**config.mk**
```make
export PLATFORM = sky130hd
export DESIGN_NAME = mux_arb_nx1_flat
export DESIGN_NICKNAME = d
export VERILOG_FILES = /design/src/rtl/mux_arb_nx1_pkg.sv /design/src/rtl/mux_arb_nx1_if.sv /design/src/rtl/mux_arb_nx1_rr_arbiter.sv /design/src/rtl/mux_arb_nx1.sv /design/src/flat_wrapper.sv
export SDC_FILE = /design/constraint.sdc
export NUM_CORES = 1
export LEC_CHECK = 0
export ABC_AREA = 1
export BUFFER_PORTS_ARGS = -buffer_cell sky130_fd_sc_hd__buf_2
export CORE_MARGIN = 8
export CORE_UTILIZATION = 38
export DETAILED_ROUTE_END_ITERATION = 10
export PLACE_DENSITY = 0.78
export SLEW_MARGIN = 20
export SYNTH_ARGS = -nofsm -noshare
export SYNTH_HDL_FRONTEND = slang
export SYNTH_SLANG_ARGS = --single-unit
```
**constraint.sdc**
```tcl
create_clock -name clk -period 1.1 [get_ports clk]
set_input_delay 0.11 -clock clk [delete_from_list [all_inputs] [get_ports clk]]
set_output_delay 0.11 -clock clk [all_outputs]
set_load 0.05 [all_outputs]
```
**src/rtl/mux_arb_nx1_pkg.sv**
```systemverilog
// Shared definitions for the N-to-1 registered mux/arbiter slice.
package mux_pkg;

   localparam int MUX_N_DEF = 8;
   localparam int MUX_W_DEF = 32;

   // Drive value for rr_mode: fixed external select or round-robin.
   typedef enum logic {
      MUX_FIXED = 1'b0,
      MUX_RR    = 1'b1
   } mux_mode_e;

endpackage

```
**src/rtl/mux_arb_nx1_if.sv**
```systemverilog
// Channel bundle between producers, the selection stage and the consumer.
// slave  : the mux/arbiter side.
// master : the environment (producers plus consumer).
interface mux_arb_nx1_if
   import mux_pkg::*;
#(
   parameter int N = MUX_N_DEF,
   parameter int W = MUX_W_DEF
) ();

   localparam int SW = $clog2(N);

   logic [N-1:0]   in_valid;
   logic [N*W-1:0] in_data;
   logic [N-1:0]   in_ready;
   logic [SW-1:0]  sel;
   logic           rr_mode;
   logic           out_valid;
   logic [W-1:0]   out_data;
   logic [SW-1:0]  out_ch;
   logic           out_ready;

   modport slave (
      input  in_valid, in_data, sel, rr_mode, out_ready,
      output in_ready, out_valid, out_data, out_ch
   );

   modport master (
      output in_valid, in_data, sel, rr_mode, out_ready,
      input  in_ready, out_valid, out_data, out_ch
   );

endinterface

```
**src/rtl/mux_arb_nx1_rr_arbiter.sv**
```systemverilog
// Round-robin arbiter: the search starts one past the last granted channel
// and wraps. The pointer moves only when the caller reports a transfer.
module rr_arbiter
   import mux_pkg::*;
#(
   parameter  int N  = MUX_N_DEF,
   localparam int SW = $clog2(N)
) (
   input  logic          clk,
   input  logic          rst_n,
   input  logic [N-1:0]  req,
   input  logic          advance,
   output logic [SW-1:0] gnt_idx,
   output logic          gnt_valid
);

   logic [SW-1:0] r_last;
   logic [SW-1:0] w_dist [N];
   logic [SW-1:0] w_best;

   // Distance of each channel from the search start (last+1), modulo N.
   for (genvar gi = 0; gi < N; gi++) begin : g_dist
      int w_d;
      // Wrap negative distances back into 0..N-1.
      always_comb begin
         w_d = gi - int'(r_last) - 1;
         if (w_d < 0) begin
            w_d = w_d + N;
         end
         w_dist[gi] = SW'(w_d);
      end
   end

   // Smallest distance among requesting channels wins.
   always_comb begin
      gnt_valid = 1'b0;
      gnt_idx   = '0;
      w_best    = '0;
      for (int j = 0; j < N; j++) begin
         if (req[j] && (!gnt_valid || (w_dist[j] < w_best))) begin
            gnt_valid = 1'b1;
            gnt_idx   = SW'(j);
            w_best    = w_dist[j];
         end
      end
   end

   // Pointer reset to N-1 so channel 0 is first in line.
   always_ff @(posedge clk or negedge rst_n) begin
      if (!rst_n) begin
         r_last <= SW'(N - 1);
      end else if (advance) begin
         r_last <= gnt_idx;
      end
   end

endmodule

```
**src/rtl/mux_arb_nx1.sv**
```systemverilog
// N-channel, W-bit registered multiplexer with valid/ready on every channel.
// Optional round-robin arbitration is compiled in with MUX_ARB_RR_EN;
// without it rr_mode is ignored and the external select is always used.
module mux_arb_nx1
   import mux_pkg::*;
#(
   parameter  int N  = MUX_N_DEF,
   parameter  int W  = MUX_W_DEF,
   localparam int SW = $clog2(N)
) (
   input logic           clk,
   input logic           rst_n,
   mux_arb_nx1_if.slave  bus
);

   localparam int NP = 1 << SW;

   logic [NP-1:0] w_valid_pad;
   logic [W-1:0]  w_chan [NP];
   logic          w_load;
   logic          w_fix_valid;
   logic          w_gnt_valid;
   logic [SW-1:0] w_gnt_idx;
   logic          w_xfer;
   logic [N-1:0]  w_ready;

   logic          r_out_valid;
   logic [W-1:0]  r_out_data;
   logic [SW-1:0] r_out_ch;

   // Pad channels up to a power of two so any select value indexes safely.
   for (genvar gi = 0; gi < NP; gi++) begin : g_pad
      if (gi < N) begin : g_real
         assign w_valid_pad[gi] = bus.in_valid[gi];
         assign w_chan[gi]      = bus.in_data[gi*W +: W];
      end else begin : g_void
         assign w_valid_pad[gi] = 1'b0;
         assign w_chan[gi]      = '0;
      end
   end

   assign w_load      = !r_out_valid || bus.out_ready;
   assign w_fix_valid = ({1'b0, bus.sel} < (SW+1)'(N)) && w_valid_pad[bus.sel];

`ifdef MUX_ARB_RR_EN
   logic          w_rr_active;
   logic [SW-1:0] w_rr_idx;
   logic          w_rr_valid;
   logic          w_rr_adv;

   assign w_rr_active = (bus.rr_mode == MUX_RR);
   assign w_rr_adv    = w_load && w_rr_active && w_rr_valid && rst_n;
   assign w_gnt_idx   = w_rr_active ? w_rr_idx   : bus.sel;
   assign w_gnt_valid = w_rr_active ? w_rr_valid : w_fix_valid;

   rr_arbiter #(.N(N)) u_rr_arbiter (
      .clk       (clk),
      .rst_n     (rst_n),
      .req       (bus.in_valid),
      .advance   (w_rr_adv),
      .gnt_idx   (w_rr_idx),
      .gnt_valid (w_rr_valid)
   );
`else
   logic w_unused_rr_mode;

   assign w_unused_rr_mode = bus.rr_mode;
   assign w_gnt_idx        = bus.sel;
   assign w_gnt_valid      = w_fix_valid;
`endif

   assign w_xfer = w_load && w_gnt_valid;

   // One-hot ready toward the granted channel; silenced while in reset.
   for (genvar gi = 0; gi < N; gi++) begin : g_ready
      assign w_ready[gi] = w_xfer && rst_n && (w_gnt_idx == SW'(gi));
   end
   assign bus.in_ready = w_ready;

   // Output stage: load on transfer, drop valid when drained with no grant.
   always_ff @(posedge clk or negedge rst_n) begin
      if (!rst_n) begin
         r_out_valid <= 1'b0;
         r_out_data  <= '0;
         r_out_ch    <= '0;
      end else if (w_load) begin
         r_out_valid <= w_gnt_valid;
         if (w_gnt_valid) begin
            r_out_data <= w_chan[w_gnt_idx];
            r_out_ch   <= w_gnt_idx;
         end
      end
   end

   assign bus.out_valid = r_out_valid;
   assign bus.out_data  = r_out_data;
   assign bus.out_ch    = r_out_ch;

endmodule

```
**src/flat_wrapper.sv**
```systemverilog
// flat-port wrapper written by rule: the top's interface ports become plain ports
module mux_arb_nx1_flat import mux_pkg::*;
#(
   parameter  int N  = MUX_N_DEF,
   parameter  int W  = MUX_W_DEF,
   localparam int SW = $clog2(N)
)
  (clk, rst_n, bus_in_valid, bus_in_data, bus_sel, bus_rr_mode, bus_out_ready, bus_in_ready, bus_out_valid, bus_out_data, bus_out_ch);
  mux_arb_nx1_if #(.N(N), .W(W)) bus_i ();
  input logic clk;
  input logic rst_n;
  input wire logic [$bits(bus_i.in_valid)-1:0] bus_in_valid;
  input wire logic [$bits(bus_i.in_data)-1:0] bus_in_data;
  input wire logic [$bits(bus_i.sel)-1:0] bus_sel;
  input wire logic [$bits(bus_i.rr_mode)-1:0] bus_rr_mode;
  input wire logic [$bits(bus_i.out_ready)-1:0] bus_out_ready;
  output wire logic [$bits(bus_i.in_ready)-1:0] bus_in_ready;
  output wire logic [$bits(bus_i.out_valid)-1:0] bus_out_valid;
  output wire logic [$bits(bus_i.out_data)-1:0] bus_out_data;
  output wire logic [$bits(bus_i.out_ch)-1:0] bus_out_ch;
  assign bus_i.in_valid = bus_in_valid;
  assign bus_i.in_data = bus_in_data;
  assign bus_i.sel = bus_sel;
  assign bus_i.rr_mode = bus_rr_mode;
  assign bus_i.out_ready = bus_out_ready;
  assign bus_in_ready = bus_i.in_ready;
  assign bus_out_valid = bus_i.out_valid;
  assign bus_out_data = bus_i.out_data;
  assign bus_out_ch = bus_i.out_ch;
  mux_arb_nx1 #(.N(N), .W(W)) u_core (.clk(clk), .rst_n(rst_n), .bus(bus_i));
endmodule
```
## Word level (Yosys, flattened, before mapping)

Cells that the tools add are included.

- Register bits: 36
- Input port bits: 271
- Output and inout bits: 44
- Word-level logic and storage cells: 32

- $lt $le $gt $ge: 2
- Equality and inequality tests: 7
- Mux-type cells: 5
- Bitwise gates (word level): 1
- Reductions and logical operators: 14

Operators by type and width:

| cell | number |
|---|---|
| 32-bit binary-select mux with 3-bit select | 1 |
| 32-bit two-way mux | 2 |
| 3-bit equality test, second input constant | 4 |
| 1-bit logical AND | 10 |
| 3-bit by 2-bit equality test with 1-bit output, second input constant | 2 |
| 4-bit >= comparator, second input constant | 1 |
| 3-bit by 4-bit less-than comparator with 1-bit output, second input constant | 1 |
| 3-bit NOT with 4-bit output | 1 |
| 1-bit binary-select mux with 3-bit select | 1 |
| 3-bit by 1-bit equality test with 1-bit output, second input constant | 1 |
| 3-bit zero test | 1 |
| 2-bit AND reduction | 1 |
| 1-bit zero test | 1 |
| 1-bit logical OR | 1 |
| 1-bit two-way mux | 1 |

## Longest topological paths before layout

- Word-level depth: 5
- Gate-level depth with buffers: 11
- Gate-level depth less buffers: 9

## Least setup slack after synthesis

OpenSTA, ideal clock, no wires.

- Kind: reg-to-output
- From: reg u_core.r_out_valid, in the netlist u_core.bus.out_valid
- To: out bus_in_ready[0]
- Arrival time: 1.778 ns
- Required time: 0.990 ns
- Setup slack: -0.788 ns
- Stages on the path, launching flop included: 5
- Path buffers: 1
- Cell sequence: dfrtp_1 nand2_1 buf_2 nand4_1 nor2_1

- Word-level cells in the longest chain between the ends: 5

Ends and longest elaborated chain:

| item | RTL line | text |
|---|---|---|
| start, declared | mux_arb_nx1.sv:27 | `logic r_out_valid;` |
| start signal, assigned | mux_arb_nx1.sv:87 | `r_out_valid <= w_gnt_valid;` |
| 1-bit zero test | mux_arb_nx1.sv:42 | `assign w_load = !r_out_valid \|\| bus.out_ready;` |
| 1-bit logical OR | mux_arb_nx1.sv:42 |  |
| 1-bit logical AND | mux_arb_nx1.sv:72 | `assign w_xfer = w_load && w_gnt_valid;` |
| 1-bit logical AND (2 in series) | mux_arb_nx1.sv:76 | `assign w_ready[gi] = w_xfer && rst_n && (w_gnt_idx == SW'(gi));` |
| end, declared | flat_wrapper.sv:17 | `output wire logic [$bits(bus_i.in_ready)-1:0] bus_in_ready;` |

Every way passes these cells.

## Final worst setup path

- From: reg u_core.r_out_valid, in the netlist u_core.bus.out_valid
- To: out bus_in_ready[1]

The elaborated chain is that of the path after synthesis.

==> results.rst <==
.. list-table::
   :header-rows: 1

   * - Metric
     - Value
   * - Final HPWL DP
     - 16,600 um
   * - Number of register bits inferred by synthesis
     - 36
   * - Outcome
     - complete, but fails checks
   * - Clk buf depth
     - 2
   * - Crit path required time
     - 0.99 ns
   * - Port buffer count
     - 313
   * - Proportion of layout cells with a drive suffix above 1
     - 31.3%
   * - Worst ir drop on vdd
     - 0.755 mV
   * - Class of the most critical hold timing path
     - primary input to async pin
   * - Kind of critical path
     - flop to output pin
   * - Fin Hold WS
     - 0.000173 ns
   * - Vias per std cell
     - 4.72
   * - Post-synthesis sequential area ratio
     - 20.4%
   * - Routability congestion estimate from global placement
     - 0.848
   * - Power density cells
     - 1040 nW/um2
   * - Cell row count
     - 39
   * - Starting DRT DRC Count
     - 284
   * - Number of optimization iterations in the first detailed-route pass
     - 6
   * - Largest clock skew in the final design
     - 0.00387 ns
   * - Horizontal die dimension
     - 124 um
   * - Crit-path max FO
     - 4
   * - Initial antenna violation count
     - 1
   * - Synth warn
     - 0
   * - Max cap viols
     - 0
   * - Via count of the first global-routing pass
     - 6,297
   * - Latest clock arrival within the worst-skew pair
     - 0.27 ns
   * - Final worst path period need
     - 1.44 ns
   * - Final Max Slew Viols
     - 0
   * - Chip height
     - 124 um
   * - Register-to-Register Path Depth
     - 7
   * - Fmax
     - 0.694 GHz
   * - Final wirelength
     - 20,400 um
   * - Wire length of the first global-routing pass
     - 30,300 um
   * - Fill cell count
     - 1,274
   * - Clock sink count
     - 36
   * - Number of top-level pins
     - 315
   * - Leakage
     - 4.50 nW
   * - Synthesized net count
     - 1,196
   * - Unrepaired setup endpoints after global routing
     - true
   * - Overall global routing resource usage
     - 25.1%
   * - DRT antenna net count
     - 0
   * - Number of remaining DRC errors
     - 0
   * - Synth Cell Area
     - 4420 um2
   * - Area added between synthesis and finish
     - 50.7%
   * - Number of instances in the synthesized netlist
     - 925
   * - Total negative slack for setup checks
     - -9.30 ns
   * - Number of distinct library cells after synthesis
     - 15
   * - Hold Vio Cnt, Final
     - 0
   * - Overall die area
     - 15,300 um2
   * - Area of the core
     - 11,400 um2
   * - Relative max-transition margin
     - 73.9%
   * - Antenna Cells
     - 0
   * - Fin worst setup slack
     - -0.341 ns
   * - Synthesized area divided by synthesized cell count
     - 4.78 um2
   * - Failing checks
     - negative setup slack
   * - Maximum number of pins on one net before global-route repair
     - 44
   * - Sort of element at the start of the critical path
     - flop
   * - Category of the worst setup path capture point
     - output pin
   * - Root Buffer
     - sky130_fd_sc_hd__clkbuf_16
   * - Starting Density
     - 38.9%
   * - Maximum level of the CTS H-tree
     - 2
   * - Via count of the routed design
     - 6,490
   * - Post-layout nets
     - 1,502
   * - Clock tree from TritonCTS
     - yes
   * - Clk slew on worst S/H paths
     - 0.05 ns
   * - Transition at the pin with the smallest max-transition slack
     - 0.391 ns
   * - Final worst path period share
     - 131%
   * - Setup violations, final
     - 44
   * - Data arrival time at the worst-slack endpoint
     - 1.33 ns
   * - Detailed-route wire length per cell
     - 14.8 um
   * - Remaining global-route overflow
     - 0
   * - Inserted Clock Buffers
     - 5
[placed cells by master (no fill, tap or decap), types with 2 or more instances in the layout]
master	netlist	layout
sky130_fd_sc_hd__nand2_1	770	768
sky130_fd_sc_hd__buf_2	45	302
sky130_fd_sc_hd__nand3_1	37	37
sky130_fd_sc_hd__dfrtp_1	36	35
sky130_fd_sc_hd__buf_4	5	33
sky130_fd_sc_hd__buf_12	0	9
sky130_fd_sc_hd__nor2_4	0	7
sky130_fd_sc_hd__clkbuf_16	0	7
sky130_fd_sc_hd__buf_6	3	6
sky130_fd_sc_hd__buf_8	0	6
sky130_fd_sc_hd__nor2_1	11	3
sky130_fd_sc_hd__inv_1	2	2
sky130_fd_sc_hd__nand3_2	2	2
sky130_fd_sc_hd__nand2_4	1	2
sky130_fd_sc_hd__clkinv_2	0	2
sky130_fd_sc_hd__clkbuf_4	0	2
[critical path, stage by stage, from the launching register on]
cell and delay [ns]:
sky130_fd_sc_hd__dfrtp_2 0.41, sky130_fd_sc_hd__nand2_4 0.09, sky130_fd_sc_hd__nand4_1 0.11, sky130_fd_sc_hd__buf_6 0.17, sky130_fd_sc_hd__nor2_4 0.11, sky130_fd_sc_hd__buf_8 0.16
[state kept, by name, indices dropped and copies added, names as in the netlist]
signal / count
u_core.bus.out_data: 32
u_core.bus.out_ch: 3
u_core.bus.out_valid: 1
[final timing paths]
check                           slack (ns)                 endpoint                     from
worst max-delay path                 -0.34          bus_in_ready[1]     u_core.bus.out_valid
worst min-delay path                0.0002  u_core.bus.out_data[29]                    rst_n
worst max register to register       -0.21   u_core.bus.out_data[3]     u_core.bus.out_valid
worst min register to register        0.47  u_core.bus.out_data[24]  u_core.bus.out_data[24]
max in group asynchronous             0.42  u_core.bus.out_data[22]                    rst_n
min in group clk                      0.33  u_core.bus.out_data[10]          bus_in_data[10]
[routing by layer]
| layer | part of all wire, % | wire, um | vias to the layer above | global-route usage, % |
|---|---|---|---|---|
| met2 | 53 | 10800 | 260 | 48.7 |
| li1 | - | - | 3369 | - |
| met3 | 8.4 | 1720 | 36 | 6.12 |
| met5 | 0.034 | 7 | - | 0 |
| met1 | 36 | 7330 | 2823 | 25.7 |
| met4 | 2.5 | 514 | 2 | 7.52 |
[cell families (layout without fill, tap and decap cells)]
kind of cell / Yosys count / after routing / synth area share [%]
and+or+nand+nor: 823 / 823 / 71.8
buffers and inverters: 66 / 373 / 7.82
DFF: 36 / 36 / 20.4
[timing repair]
item / in CTS / in global routing
gates resized for setup: 21 / 9
setup endpoints to repair: 44 / 46
hold buffers: 1 / 0
gates cloned: 0 / 3
pin swaps: 2 / 3
endpoints found under the hold margin: 7 / 0
setup buffers: 0 / 3
[cell type report]
class	count	area, um2	area share [%]
flip-flops and latches	36	902	13.6
inverters	4	17.5	0.263
clock buffers	6	139	2.09
clock inverters	2	10.0	0.150
well taps	143	179	2.69
repair buffers	361	2170	32.6
multi-input cells	823	3240	48.6
[through the flow]
stage / std cells / setup WS, ns / util (%) / cell area [um2] / power [mW]
after floorplan: 925 / -0.523 / - / 4480 / 4.06
after global placement: 1360 / -0.257 / 55.5 / 6310 / 5.39
after detailed placement: 1360 / -0.293 / 55.5 / 6310 / 5.41
after CTS: 1369 / -0.335 / 57.5 / 6540 / 6.87
after global routing: 1375 / -0.395 / 58.5 / 6660 / 7.39
final: 1375 / -0.341 / 58.5 / 6660 / 6.93
[Yosys cell counts (all sizes together)]
| cell type | instances | area (um2) |
|---|---|---|
| buf | 59 | 319 |
| clkbuf | 3 | 11.3 |
| dfrtp | 36 | 901 |
| inv | 4 | 15.0 |
| nand2 | 771 | 2900 |
| nand3 | 40 | 223 |
| nand4 | 1 | 6.26 |
| nor2 | 11 | 41.3 |
[where the power goes]
group | internal, mW | switching, mW | total (mW)
registers | 1.60 | 0.189 | 1.79
clock network | 0.892 | 0.531 | 1.42
logic | 1.26 | 2.46 | 3.72
total | 3.75 | 3.18 | 6.93
No activity file was read; power rests on OpenSTA's default activity.
